File: config.mk
export PLATFORM = sky130hd
export DESIGN_NAME = spi_master_gen_flat
export DESIGN_NICKNAME = d
export VERILOG_FILES = /design/src/rtl/spi_master_gen_if.sv /design/src/rtl/spi_master_gen.sv /design/src/flat_wrapper.sv
export SDC_FILE = /design/constraint.sdc
export NUM_CORES = 1
export LEC_CHECK = 0
export ABC_AREA = 1
export ABC_CLOCK_PERIOD_IN_PS = 5300
export BUFFER_PORTS_ARGS = -buffer_cell sky130_fd_sc_hd__buf_2
export CORE_AREA = 4 4 164 166
export CTS_CLUSTER_DIAMETER = 150
export CTS_CLUSTER_SIZE = 10
export DETAILED_ROUTE_END_ITERATION = 7
export DIE_AREA = 0 0 168 170
export SLEW_MARGIN = 20
export SYNTH_ARGS = -nofsm -noshare
export SYNTH_HDL_FRONTEND = slang
export SYNTH_SLANG_ARGS = --single-unit
export TNS_END_PERCENT = 30
File: constraint.sdc
create_clock -name clk -period 5.3 [get_ports clk]
set_input_delay 0 -clock clk [delete_from_list [all_inputs] [get_ports clk]]
set_output_delay 0 -clock clk [all_outputs]
set_load 0.005 [all_outputs]
File: src/rtl/spi_master_gen_if.sv
// Control-side handshake between a converter control FSM and the SPI master.
// The requester uses the master modport; the SPI engine uses the slave modport.
interface spi_master_gen_if #(
  parameter int DATA_W = 32,
  parameter int LEN_W  = 7
);
  logic              start;
  logic [1:0]        mode;
  logic              lsb_first;
  logic [LEN_W-1:0]  xfer_len;
  logic [DATA_W-1:0] tx_data;
  logic [DATA_W-1:0] rx_data;
  logic              busy;
  logic              done;

  modport master (
    output start, mode, lsb_first, xfer_len, tx_data,
    input  rx_data, busy, done
  );

  modport slave (
    input  start, mode, lsb_first, xfer_len, tx_data,
    output rx_data, busy, done
  );
endinterface

File: src/rtl/spi_master_gen.sv
// Full-duplex SPI master: programmable SCLK divider, CS setup/hold guards,
// all four CPOL/CPHA modes, per-frame length and MSB/LSB-first ordering.
module spi_master_gen #(
  parameter int DATA_W   = 32,
  parameter int LEN_W    = 7,
  parameter int DIV      = 4,
  parameter int CS_SETUP = 2,
  parameter int CS_HOLD  = 2
) (
  input  logic            clk,
  input  logic            rst,
  spi_master_gen_if.slave ctrl,
  output logic            sclk,
  output logic            cs_n,
  output logic            mosi,
  input  logic            miso
);

  localparam int PH_MAX = (CS_SETUP > CS_HOLD) ? CS_SETUP : CS_HOLD;
  localparam int PH_W   = (PH_MAX > 1) ? $clog2(PH_MAX) : 1;
  localparam int DV_W   = (DIV > 1) ? $clog2(DIV) : 1;
  localparam int EG_W   = LEN_W + 1;

  typedef enum logic [1:0] {
    ST_IDLE,
    ST_SETUP,
    ST_XFER,
    ST_HOLD
  } state_t;

  state_t state, state_nxt;

  logic              cpol_q, cpha_q, lsb_q;
  logic [LEN_W-1:0]  len_q;
  logic [DATA_W-1:0] tx_sh, rx_sh, rx_q;
  logic              sclk_q, cs_n_q, mosi_q, busy_q, done_q;
  logic [PH_W-1:0]   ph_cnt;
  logic [DV_W-1:0]   div_cnt;
  logic [EG_W-1:0]   edge_cnt;

  logic [LEN_W-1:0]  eff_len, pad_len, pad_q;
  logic [DATA_W-1:0] tx_align;
  logic              accept, setup_end, tick, leading, last_edge;
  logic              sample, advance, hold_end;

  // Out-of-range lengths fall back to a full-width frame.
  always_comb begin
    eff_len  = (ctrl.xfer_len == '0 || ctrl.xfer_len > LEN_W'(DATA_W))
             ? LEN_W'(DATA_W) : ctrl.xfer_len;
    pad_len  = LEN_W'(DATA_W) - eff_len;
    pad_q    = LEN_W'(DATA_W) - len_q;
    // MSB-first frames are left-justified so the next bit is always the top bit.
    tx_align = ctrl.lsb_first ? ctrl.tx_data : (ctrl.tx_data << pad_len);
  end

  always_comb begin
    accept    = (state == ST_IDLE) && ctrl.start;
    setup_end = (state == ST_SETUP) && (ph_cnt == PH_W'(CS_SETUP - 1));
    tick      = (state == ST_XFER) && (div_cnt == DV_W'(DIV - 1));
    leading   = ~edge_cnt[0];
    last_edge = (edge_cnt == ({len_q, 1'b0} - EG_W'(1)));
    sample    = tick && (cpha_q ? ~leading : leading);
    // Both phases present L-1 new bits; CPHA=1 re-drives the first bit on edge 1.
    advance   = tick && (cpha_q ? (leading && (edge_cnt != '0))
                                : (~leading && ~last_edge));
    hold_end  = (state == ST_HOLD) && (ph_cnt == PH_W'(CS_HOLD - 1));
  end

  // NOTE: every always_comb output gets a default first so no path can infer a latch.
  always_comb begin
    state_nxt = state;
    unique case (state)
      ST_IDLE:  if (ctrl.start)       state_nxt = ST_SETUP;
      ST_SETUP: if (setup_end)        state_nxt = ST_XFER;
      ST_XFER:  if (tick && last_edge) state_nxt = ST_HOLD;
      ST_HOLD:  if (hold_end)         state_nxt = ST_IDLE;
      default:                        state_nxt = ST_IDLE;
    endcase
  end

  // NOTE: sequential state uses non-blocking assignments so all registers update together.
  always_ff @(posedge clk or posedge rst) begin
    if (rst) state <= ST_IDLE;
    else     state <= state_nxt;
  end

  always_ff @(posedge clk or posedge rst) begin
    if (rst) begin
      cpol_q   <= 1'b0;
      cpha_q   <= 1'b0;
      lsb_q    <= 1'b0;
      len_q    <= '0;
      tx_sh    <= '0;
      rx_sh    <= '0;
      rx_q     <= '0;
      sclk_q   <= 1'b0;
      cs_n_q   <= 1'b1;
      mosi_q   <= 1'b0;
      busy_q   <= 1'b0;
      done_q   <= 1'b0;
      ph_cnt   <= '0;
      div_cnt  <= '0;
      edge_cnt <= '0;
    end else begin
      done_q <= 1'b0;

      if (state != state_nxt)                        ph_cnt <= '0;
      else if (state == ST_SETUP || state == ST_HOLD) ph_cnt <= ph_cnt + PH_W'(1);

      if (state == ST_XFER) div_cnt <= (div_cnt == DV_W'(DIV - 1)) ? '0 : div_cnt + DV_W'(1);
      else                  div_cnt <= '0;

      if (accept)    edge_cnt <= '0;
      else if (tick) edge_cnt <= edge_cnt + EG_W'(1);

      if (accept) begin
        cpol_q <= ctrl.mode[1];
        cpha_q <= ctrl.mode[0];
        lsb_q  <= ctrl.lsb_first;
        len_q  <= eff_len;
        tx_sh  <= tx_align;
        mosi_q <= ctrl.lsb_first ? tx_align[0] : tx_align[DATA_W-1];
        rx_sh  <= '0;
        sclk_q <= ctrl.mode[1];
        cs_n_q <= 1'b0;
        busy_q <= 1'b1;
      end

      if (tick) sclk_q <= ~sclk_q;

      if (sample)
        rx_sh <= lsb_q ? {miso, rx_sh[DATA_W-1:1]} : {rx_sh[DATA_W-2:0], miso};

      if (advance) begin
        tx_sh  <= lsb_q ? (tx_sh >> 1) : (tx_sh << 1);
        mosi_q <= lsb_q ? tx_sh[1] : tx_sh[DATA_W-2];
      end

      if (hold_end) begin
        cs_n_q <= 1'b1;
        busy_q <= 1'b0;
        done_q <= 1'b1;
        mosi_q <= 1'b0;
        // LSB-first bits were shifted in from the top; bring them down to bit 0.
        rx_q   <= lsb_q ? (rx_sh >> pad_q) : rx_sh;
      end
    end
  end

  assign sclk         = sclk_q;
  assign cs_n         = cs_n_q;
  assign mosi         = mosi_q;
  assign ctrl.busy    = busy_q;
  assign ctrl.done    = done_q;
  assign ctrl.rx_data = rx_q;

endmodule
File: src/flat_wrapper.sv
// flat-port wrapper written by rule: the top's interface ports become plain ports
module spi_master_gen_flat 
#(
  parameter int DATA_W   = 32,
  parameter int LEN_W    = 7,
  parameter int DIV      = 4,
  parameter int CS_SETUP = 2,
  parameter int CS_HOLD  = 2
)
  (clk, rst, sclk, cs_n, mosi, miso, ctrl_start, ctrl_mode, ctrl_lsb_first, ctrl_xfer_len, ctrl_tx_data, ctrl_rx_data, ctrl_busy, ctrl_done);
  spi_master_gen_if #(.DATA_W(DATA_W), .LEN_W(LEN_W)) ctrl_i ();
  input  logic clk;
  input  logic rst;
  output logic sclk;
  output logic cs_n;
  output logic mosi;
  input  logic miso;
  input wire logic [$bits(ctrl_i.start)-1:0] ctrl_start;
  input wire logic [$bits(ctrl_i.mode)-1:0] ctrl_mode;
  input wire logic [$bits(ctrl_i.lsb_first)-1:0] ctrl_lsb_first;
  input wire logic [$bits(ctrl_i.xfer_len)-1:0] ctrl_xfer_len;
  input wire logic [$bits(ctrl_i.tx_data)-1:0] ctrl_tx_data;
  output wire logic [$bits(ctrl_i.rx_data)-1:0] ctrl_rx_data;
  output wire logic [$bits(ctrl_i.busy)-1:0] ctrl_busy;
  output wire logic [$bits(ctrl_i.done)-1:0] ctrl_done;
  assign ctrl_i.start = ctrl_start;
  assign ctrl_i.mode = ctrl_mode;
  assign ctrl_i.lsb_first = ctrl_lsb_first;
  assign ctrl_i.xfer_len = ctrl_xfer_len;
  assign ctrl_i.tx_data = ctrl_tx_data;
  assign ctrl_rx_data = ctrl_i.rx_data;
  assign ctrl_busy = ctrl_i.busy;
  assign ctrl_done = ctrl_i.done;
  spi_master_gen #(.DATA_W(DATA_W), .LEN_W(LEN_W), .DIV(DIV), .CS_SETUP(CS_SETUP), .CS_HOLD(CS_HOLD)) u_core (.clk(clk), .rst(rst), .ctrl(ctrl_i), .sclk(sclk), .cs_n(cs_n), .mosi(mosi), .miso(miso));
endmodule
* Word-level counts from Yosys, hierarchy flattened
Index checks and enable logic that the tools add are counted.
Word-level totals: flip-flop bits (word level) 123, output and inout bits 37, word-level logic and storage cells 87
Cells by class: add/sub/neg operators 6, magnitude comparators 1, equality and inequality tests 6, shifts and indexed selects 2, multiplexer cells 34, bitwise gates (word level) 3, reductions and logical operators 20
Operators with widths (count):
- $mux 32 | 8
- $shl 32x7->32 | 1
- $shr 32x7->32 | 1
- $mux 1 | 16
- $mux 8 | 2
- $sub 6x7->7 const A | 2
- $mux 2 | 6
- $reduce_bool 2->1 | 5
- $logic_and 1x1->1 | 9
- $add 8x1->8 const B | 1
- $eq 8x8->1 | 1
- $pmux 2 s4 | 1
- $reduce_bool 8->1 | 1
- $sub 8x1->8 const B | 1
- $gt 7x6->1 const B | 1
- $logic_not 7->1 | 1
- $mux 7 | 1
- $eq 2x2->1 const B | 3
- $not 1->1 | 3
- $reduce_bool 3->1 | 1
- $add 2x1->2 const B | 1
- $eq 2x1->1 const B | 1
- $logic_not 2->1 | 1
- $logic_or 1x1->1 | 2
- 2 further kinds | 2

* Longest topological paths before layout
Gate-level depths: netlist of the first run.
depth after elaboration 10, depth in mapped cells 21, depth with buffers taken out 20

* Worst setup path before layout of the first run
Ideal clock, no wire load.
path kind reg-to-reg, start point register u_core.len_q[0], end point register u_core.tx_sh[8], setup time 0.119 ns, data arrival time 2.452 ns, slack 2.729 ns, stages on the path, launching flop included 17, clock period less this slack 2.571 ns, cells stage by stage dfrtp_1 -> buf_4 -> inv_4 -> clkbuf_1 -> ha_1 -> xor2_2 -> xor2_1 -> nor3_1 -> nand4_1 -> nand2_1 -> nand2_2 -> nand2_4 -> buf_6 -> buf_4 -> nand3_1 -> a31oi_1 -> nor2_1
Between the ends: longest elaborated chain between the ends 7, elaborated cells on any way between the ends 8, those cells by class add/sub: 1; eq/ne: 1; mux: 2; bitwise: 1; reduce/logical: 3
RTL lines:
- from (decl) | RTL line spi_master_gen.sv:34 | logic [LEN_W-1:0] len_q;
- from (signal assigned) | RTL line spi_master_gen.sv:120 | len_q <= eff_len;
- $sub 8x1->8 * | RTL line spi_master_gen.sv:61 | last_edge = (edge_cnt == ({len_q, 1'b0} - EG_W'(1)));
- $eq 8x8->1 * | RTL line spi_master_gen.sv:61
- $not 1->1 * | RTL line spi_master_gen.sv:65 | : (~leading && ~last_edge));
- $logic_and 1x1->1 * | RTL line spi_master_gen.sv:65
- $mux 1 * | RTL line spi_master_gen.sv:64 | advance = tick && (cpha_q ? (leading && (edge_cnt != '0))
- $logic_and 1x1->1 * | RTL line spi_master_gen.sv:64
- $mux 32 or $reduce_bool 2->1 (tied branches)
- to (signal assigned) | RTL line spi_master_gen.sv:121 | tx_sh <= tx_align;
- to (signal assigned) | RTL line spi_master_gen.sv:135 | tx_sh <= lsb_q ? (tx_sh >> 1) : (tx_sh << 1);
- to (decl) | RTL line spi_master_gen.sv:35 | logic [DATA_W-1:0] tx_sh, rx_sh, rx_q;
Every way passes the cells marked *; elsewhere a longest branch is shown, timed or not. A chain may end at the register's enable or synchronous reset.

* Final worst setup path of the first run
start point register u_core.len_q[0], end point register u_core.tx_sh[26]
Same word-level chain as after synthesis.

==> results of run 1 <==
-- cell usage after synthesis, drive strengths merged (19+ instances only) --
| master | number |
|---|---|
| nor2 | 137 |
| a21oi | 66 |
| nand2 | 447 |
| o21ai | 124 |
| buf | 55 |
| o211ai | 28 |
| nand3 | 340 |
| o22ai | 26 |
| inv | 110 |
| dfrtp | 122 |
| a2bb2oi | 19 |
| nand4 | 20 |
| clkbuf | 58 |
-- worst register-to-register path: cells and delay by family (launching register included) --
kind,cells,cell delay (ns)
flip-flops,1,0.41
XOR/XNOR,2,0.25
AO/OA/AOI/OAI,1,0.08
adder cells (fa/ha/maj),1,0.30
buffers and inverters,3,1.11
AND/OR/NAND/NOR,7,1.53
-- layer usage --
| metal | vias up | wire length [um] |
|---|---|---|
| met5 | - | 0 |
| met4 | 0 | 1650 |
| met3 | 92 | 1920 |
| met2 | 410 | 16600 |
| met1 | 5345 | 15500 |
| li1 | 5516 | - |
-- flip-flops by register name (all words and copies together) (netlist names), 2 cells and up --
signal and count:
u_core.ctrl.rx_data 32, u_core.rx_sh 32, u_core.tx_sh 32, u_core.edge_cnt 8, u_core.len_q 7, u_core.div_cnt 2, u_core.state 2
-- through the flow --
step | total power [W] | worst slack (ns) | util, % | cell area, um^2
after floorplan | 0.00435 | 2.03 | - | 10000
after global placement | 0.00541 | 1.69 | 41.0 | 10500
after detailed placement | 0.00544 | 1.62 | 41.0 | 10500
after CTS | 0.00659 | 1.60 | 44.0 | 11300
after global routing | 0.00718 | 1.23 | 44.0 | 11300
final | 0.00660 | 1.54 | 44.0 | 11300
-- report_power, final --
part / internal, W / switching (W)
clock network: 0.000645 / 0.000482
registers: 0.00125 / 0.000209
logic: 0.00124 / 0.00277
total: 0.00314 / 0.00346
-- cells by family after synthesis --
family,count (synthesis),share of synthesized area [%]
compound gates,286,16.6
mux,1,0.0996
simple gates,963,41.6
flops,123,30.6
buf+inv,225,9.36
xor+xnor,10,1.10
fa+ha+maj,5,0.623
-- worst max path at each step --
stage	startpoint	end	slack (ns)	depth (start not counted)
floorplan	rst	u_core.cpha_q$_DFFE_PP0P_	2.03	1
global placement	u_core.len_q[0]$_DFFE_PP0P_	u_core.tx_sh[20]$_DFFE_PP0P_	1.69	14
detailed placement	u_core.len_q[0]$_DFFE_PP0P_	u_core.tx_sh[26]$_DFFE_PP0P_	1.62	14
CTS	u_core.len_q[0]$_DFFE_PP0P_	u_core.tx_sh[26]$_DFFE_PP0P_	1.60	14
global route	u_core.len_q[0]$_DFFE_PP0P_	u_core.tx_sh[29]$_DFFE_PP0P_	1.23	14
finish	u_core.len_q[0]$_DFFE_PP0P_	u_core.tx_sh[26]$_DFFE_PP0P_	1.54	14
-- cell type report --
cell class / count / area, um^2
Fill cell: 2798 / 14300
Sequential cell: 123 / 3080
Clock buffer: 18 / 429
Inverter: 112 / 428
Timing Repair Buffer: 120 / 748
Multi-Input combinational cell: 1265 / 6040
Tap cell: 335 / 419
Clock inverter: 14 / 123
==> results_dict.tcl, run 1 <==
set metrics [dict create \
    status "finished clean" \
    drt-total-wl_mm 35.6 \
    worst_pin_slew_ns 1.04 \
    synthDistinctLibCells 46 \
    die_area_mm2 0.0286 \
    drtPass1Iterations 5 \
    path_buf_inv 3 \
    yosys.area.top_type "dfrtp_1" \
    min_period_over_period_pct 71.0 \
    vdd_drop_max_mv 0.286 \
    cpPeakStageDelay_ns 0.53 \
    avgSynthCellArea_um2 6.23 \
    cts_tree "done" \
    cp.arrival_ns 4.11 \
    end_kind "flip-flop" \
    grt_pass1_vias 10600 \
    core-area_mm2 0.0256 \
    hold_class "in -> reg" \
    cts_sinks 123 \
    cts_hold_buf 21 \
    numPortBuffers 82 \
    cp_data_required_time_ns 5.65 \
    powerDensity_mw_per_mm2 586 \
    hold-path-endpoint "u_core.mosi$_DFFE_PP0P_" \
    die_w_um 168 \
    drive_above_1_share_pct 9.44 \
    place.gp.congestion 0.942 \
    critPathLaunchType "flip-flop" \
    nets 1690 \
    fin_tns_setup_ns 0 \
    wl_per_cell_um 17.9 \
    power.leakage_nw 5.50 \
    crit_family "simple AND/OR/NAND/NOR gates" \
    maxCapViolations 0 \
    ctsLongestPathBuffers 2 \
    cts_setup_buffers 0 \
    synth_top_area_share_pct 30.4 \
    drc 0 \
    slew_viol_final 0 \
    drt_iter0_markers 1162 \
    synth_seq_area_share_pct 30.6 \
    r2r_cells 14 \
    grt_max_degree 102 \
    synth_nets 1664 \
    cts_resized 0 \
    dp.cells 1934 \
    rows 59 \
    ys_ff_latch 123 \
    grt-busiest-layer "met2" \
    cts-root-buf "clkbuf_16" \
    area_delta_synth_final_pct 12.2 \
    cp_cell_sequence "inv_4, ha_1, xor2_2, buf_4, xor2_1, nor3_1, nand4_1, nand2_1, nand2_2, nand2_4, nand2_2, inv_2, nand2_1, o21ai_1" \
    ios 83 \
    antenna_cells 0 \
    finalNonFillerCells 1987 \
    period_minus_slack_ns 3.76 \
    synth_area_leaders "dfrtp_1, nand3_1, nand2_1" \
    hold_start "ctrl_tx_data[0]" \
    grt_usage_pct 24.7 \
    worst-r2r-setup-slack_ns 1.54 \
    clk_latency_ns 0.43 \
    antenna_left 0 \
    worstPathMaxFanout 39 \
    hpwl_mm 25.4 \
    hold_depth 5 \
    grt_first_pass_wirelength_mm 57.1 \
    antenna_found_initial 0 \
    slew_headroom_pct 30.2 \
    hold_ws_ns 0.0198 \
    clk_pin_slew_worst_paths_ns 0.06 \
    async_reset_ff_share_pct 100 \
    h-tree-depth 4 \
    layout_commonest_cell "nand2_1" \
    synth_area_mm2 0.0100 \
    cts_buffers 17 \
    ys_warn_count 0 \
    grt_use_met3_pct 3.34 \
    synth_cells 1613 \
    synth-edff-count 0 \
    fin_skew_ns 0.0130 \
    use_met2_pct 39.9 \
    finalSetupViolCount 0 \
    hold_violations 0 \
    die_height_um 170 \
    start_util_pct 39.2 \
    max_freq_mhz 266 \
    rsz0062_at_grt "no" \
    grt.overflow.total 0 \
    final_cell_mix "nand2_1, nand3_1, nor2_1" \
    grt_util_met1_pct 33.0 \
    vias_per_cell 5.72 \
    r2r-start "u_core.len_q[0]$_DFFE_PP0P_" \
    crit_slowest_cell "nand2_2" \
    vias 11400 \
    reg2reg_to "u_core.tx_sh[26]$_DFFE_PP0P_" \
    critical_path_class "reg -> reg" \
    ys.flop_type "dfrtp_1" \
]
Power figures use the tool's default switching activity.
==> inputs of run 2 (changes only) <==
ABC_CLOCK_PERIOD_IN_PS = 3800   (was 5300)
clock period = 3.8 ns   (was 5.3 ns; I/O delays follow)
==> run 2 against run 1 <==
Against the previous run: worst hold slack got worse by 0.0069 ns; die area stayed put; sequential share of layout area down 0.43 points; via count shrank 0.22%; fmax grew 13%; power is 46% higher; sequential power up 39%; cell area grew 1.6%; cell count is 0.45% higher; global-route usage is 0.65 points higher; clock-buffer cell count decreased by 1.
==> results_dict.tcl, run 2 (synthesis gave the netlist of run 1 again) <==
set metrics [dict create \
    cp-startpoint "u_core.len_q[0]$_DFFE_PP0P_" \
    hold_ws_ns 0.0129 \
    clk_latency_ns 0.44 \
    fin_tns_setup_ns 0 \
    multi_input_area_mm2 0.00604 \
    finalSetupViolCount 0 \
    hpwl_mm 26.0 \
    hold_class "in -> reg" \
    grt_max_degree 102 \
    h-tree-depth 4 \
    place.gp.congestion 0.937 \
    fin_skew_ns 0.0143 \
    slew_viol_final 0 \
    status "finished clean" \
    grt.overflow.total 0 \
    drive_above_1_share_pct 9.93 \
    drc 0 \
    grt_pass1_vias 10700 \
    rows 59 \
    hold_start "ctrl_tx_data[16]" \
    core-area_mm2 0.0256 \
    grt_first_pass_wirelength_mm 58.2 \
    clk_pin_slew_worst_paths_ns 0.06 \
    antenna_found_initial 0 \
    period_minus_slack_ns 3.34 \
    wl_per_cell_um 18.2 \
    critical_path_class "reg -> reg" \
    start_util_pct 39.2 \
    power.leakage_nw 5.59 \
    fillers 2752 \
    nets 1699 \
    area_delta_synth_final_pct 14.0 \
    cts-root-buf "clkbuf_16" \
    antenna_left 0 \
    numPortBuffers 82 \
    hold_violations 0 \
    min_period_over_period_pct 87.9 \
    critPathLaunchType "flip-flop" \
    powerDensity_mw_per_mm2 841 \
    worstPathMaxFanout 39 \
    cts_setup_buffers 0 \
    ios 83 \
    die_height_um 170 \
    rsz0062_at_grt "no" \
    vdd_drop_max_mv 0.401 \
    cts_tree "done" \
    cts_sinks 123 \
    end_kind "flip-flop" \
    worst_pin_slew_ns 1.02 \
    vias_per_cell 5.68 \
    ctsLongestPathBuffers 2 \
    regArea_mm2 0.00308 \
    layout_commonest_cell "nand2_1" \
    drt-total-wl_mm 36.4 \
    r2r-start "u_core.len_q[0]$_DFFE_PP0P_" \
    drtPass1Iterations 7 \
    max_freq_mhz 299 \
    cts_buffers 17 \
    vias 11300 \
    die_w_um 168 \
    antenna_cells 0 \
    drt_iter0_markers 1036 \
    die_area_mm2 0.0286 \
    final_cell_mix "nand2_1, nand3_1, nor2_1" \
    maxCapViolations 0 \
    cp.arrival_ns 3.70 \
    slew_headroom_pct 32.0 \
    grt_usage_pct 25.3 \
    cp_data_required_time_ns 4.16 \
    utilization_pct 44.7 \
]
-- run 2: timing repair --
item	CTS	global route
setup endpoints to repair	0	0
resized for setup	0	0
endpoints found under the hold margin	120	0
hold buffers	22	0
-- run 2: through the flow --
step                      worst slack (ns)  instances  total power [W]  instance area, um^2
final                                0.461       1996          0.00963                11500
after global routing                 0.132       1996           0.0104                11500
after CTS                            0.469       1996          0.00958                11500
after detailed placement             0.493       1942          0.00767                10600
after global placement               0.560       1942          0.00764                10600
after floorplan                      0.531       1613          0.00607                10000
-- run 2: routing by layer --
layer  GRT usage (%)  up-vias  wire [um]  share of wire (%)
met3            3.58       74       2160                5.9
met1            33.6     5330      15500                 42
li1                -     5525          -                  -
met2            42.4      409      17600                 48
met5               0        -          0                  0
met4            8.82        0       1230                3.4
-- run 2: final cells by class --
cell class,instances,area share [%]
Multi-Input combinational cell,1265,52.8
Sequential cell,123,26.9
Timing Repair Buffer,129,7.15
Inverter,112,3.74
Clock buffer,17,3.71
Tap cell,335,3.66
Clock inverter,15,2.06
-- run 2: worst paths after layout --
check	endpoint	slack [ns]	depth (start not counted)
max	u_core.tx_sh[26]$_DFFE_PP0P_	0.46	14
max in group asynchronous	u_core.ctrl.rx_data[11]$_DFFE_PP0P_	2.60	4
min in group asynchronous	u_core.tx_sh[10]$_DFFE_PP0P_	0.31	3
min	u_core.tx_sh[16]$_DFFE_PP0P_	0.01	5
min reg2reg	u_core.div_cnt[0]$_DFF_PP0_	0.44	1
max reg2reg	u_core.tx_sh[26]$_DFFE_PP0P_	0.46	14
-- run 2: power breakdown --
part	internal, W	switching [W]
Combinational	0.00181	0.00391
Sequential	0.00174	0.000291
Clock	0.00118	0.000694
Total	0.00473	0.00490
-- run 2: worst max-delay path: stages (launching register included) --
cell,delay (ns)
dfrtp_1,0.41
inv_4,0.29
ha_1,0.31
nand4_1,0.17
nand2_1,0.09
buf_4,0.17
xor2_1,0.20
nand4_1,0.14
nand2_1,0.10
nand2_2,0.09
nand2_4,0.21
nand2_2,0.45
inv_2,0.45
nand2_1,0.10
o21ai_1,0.08
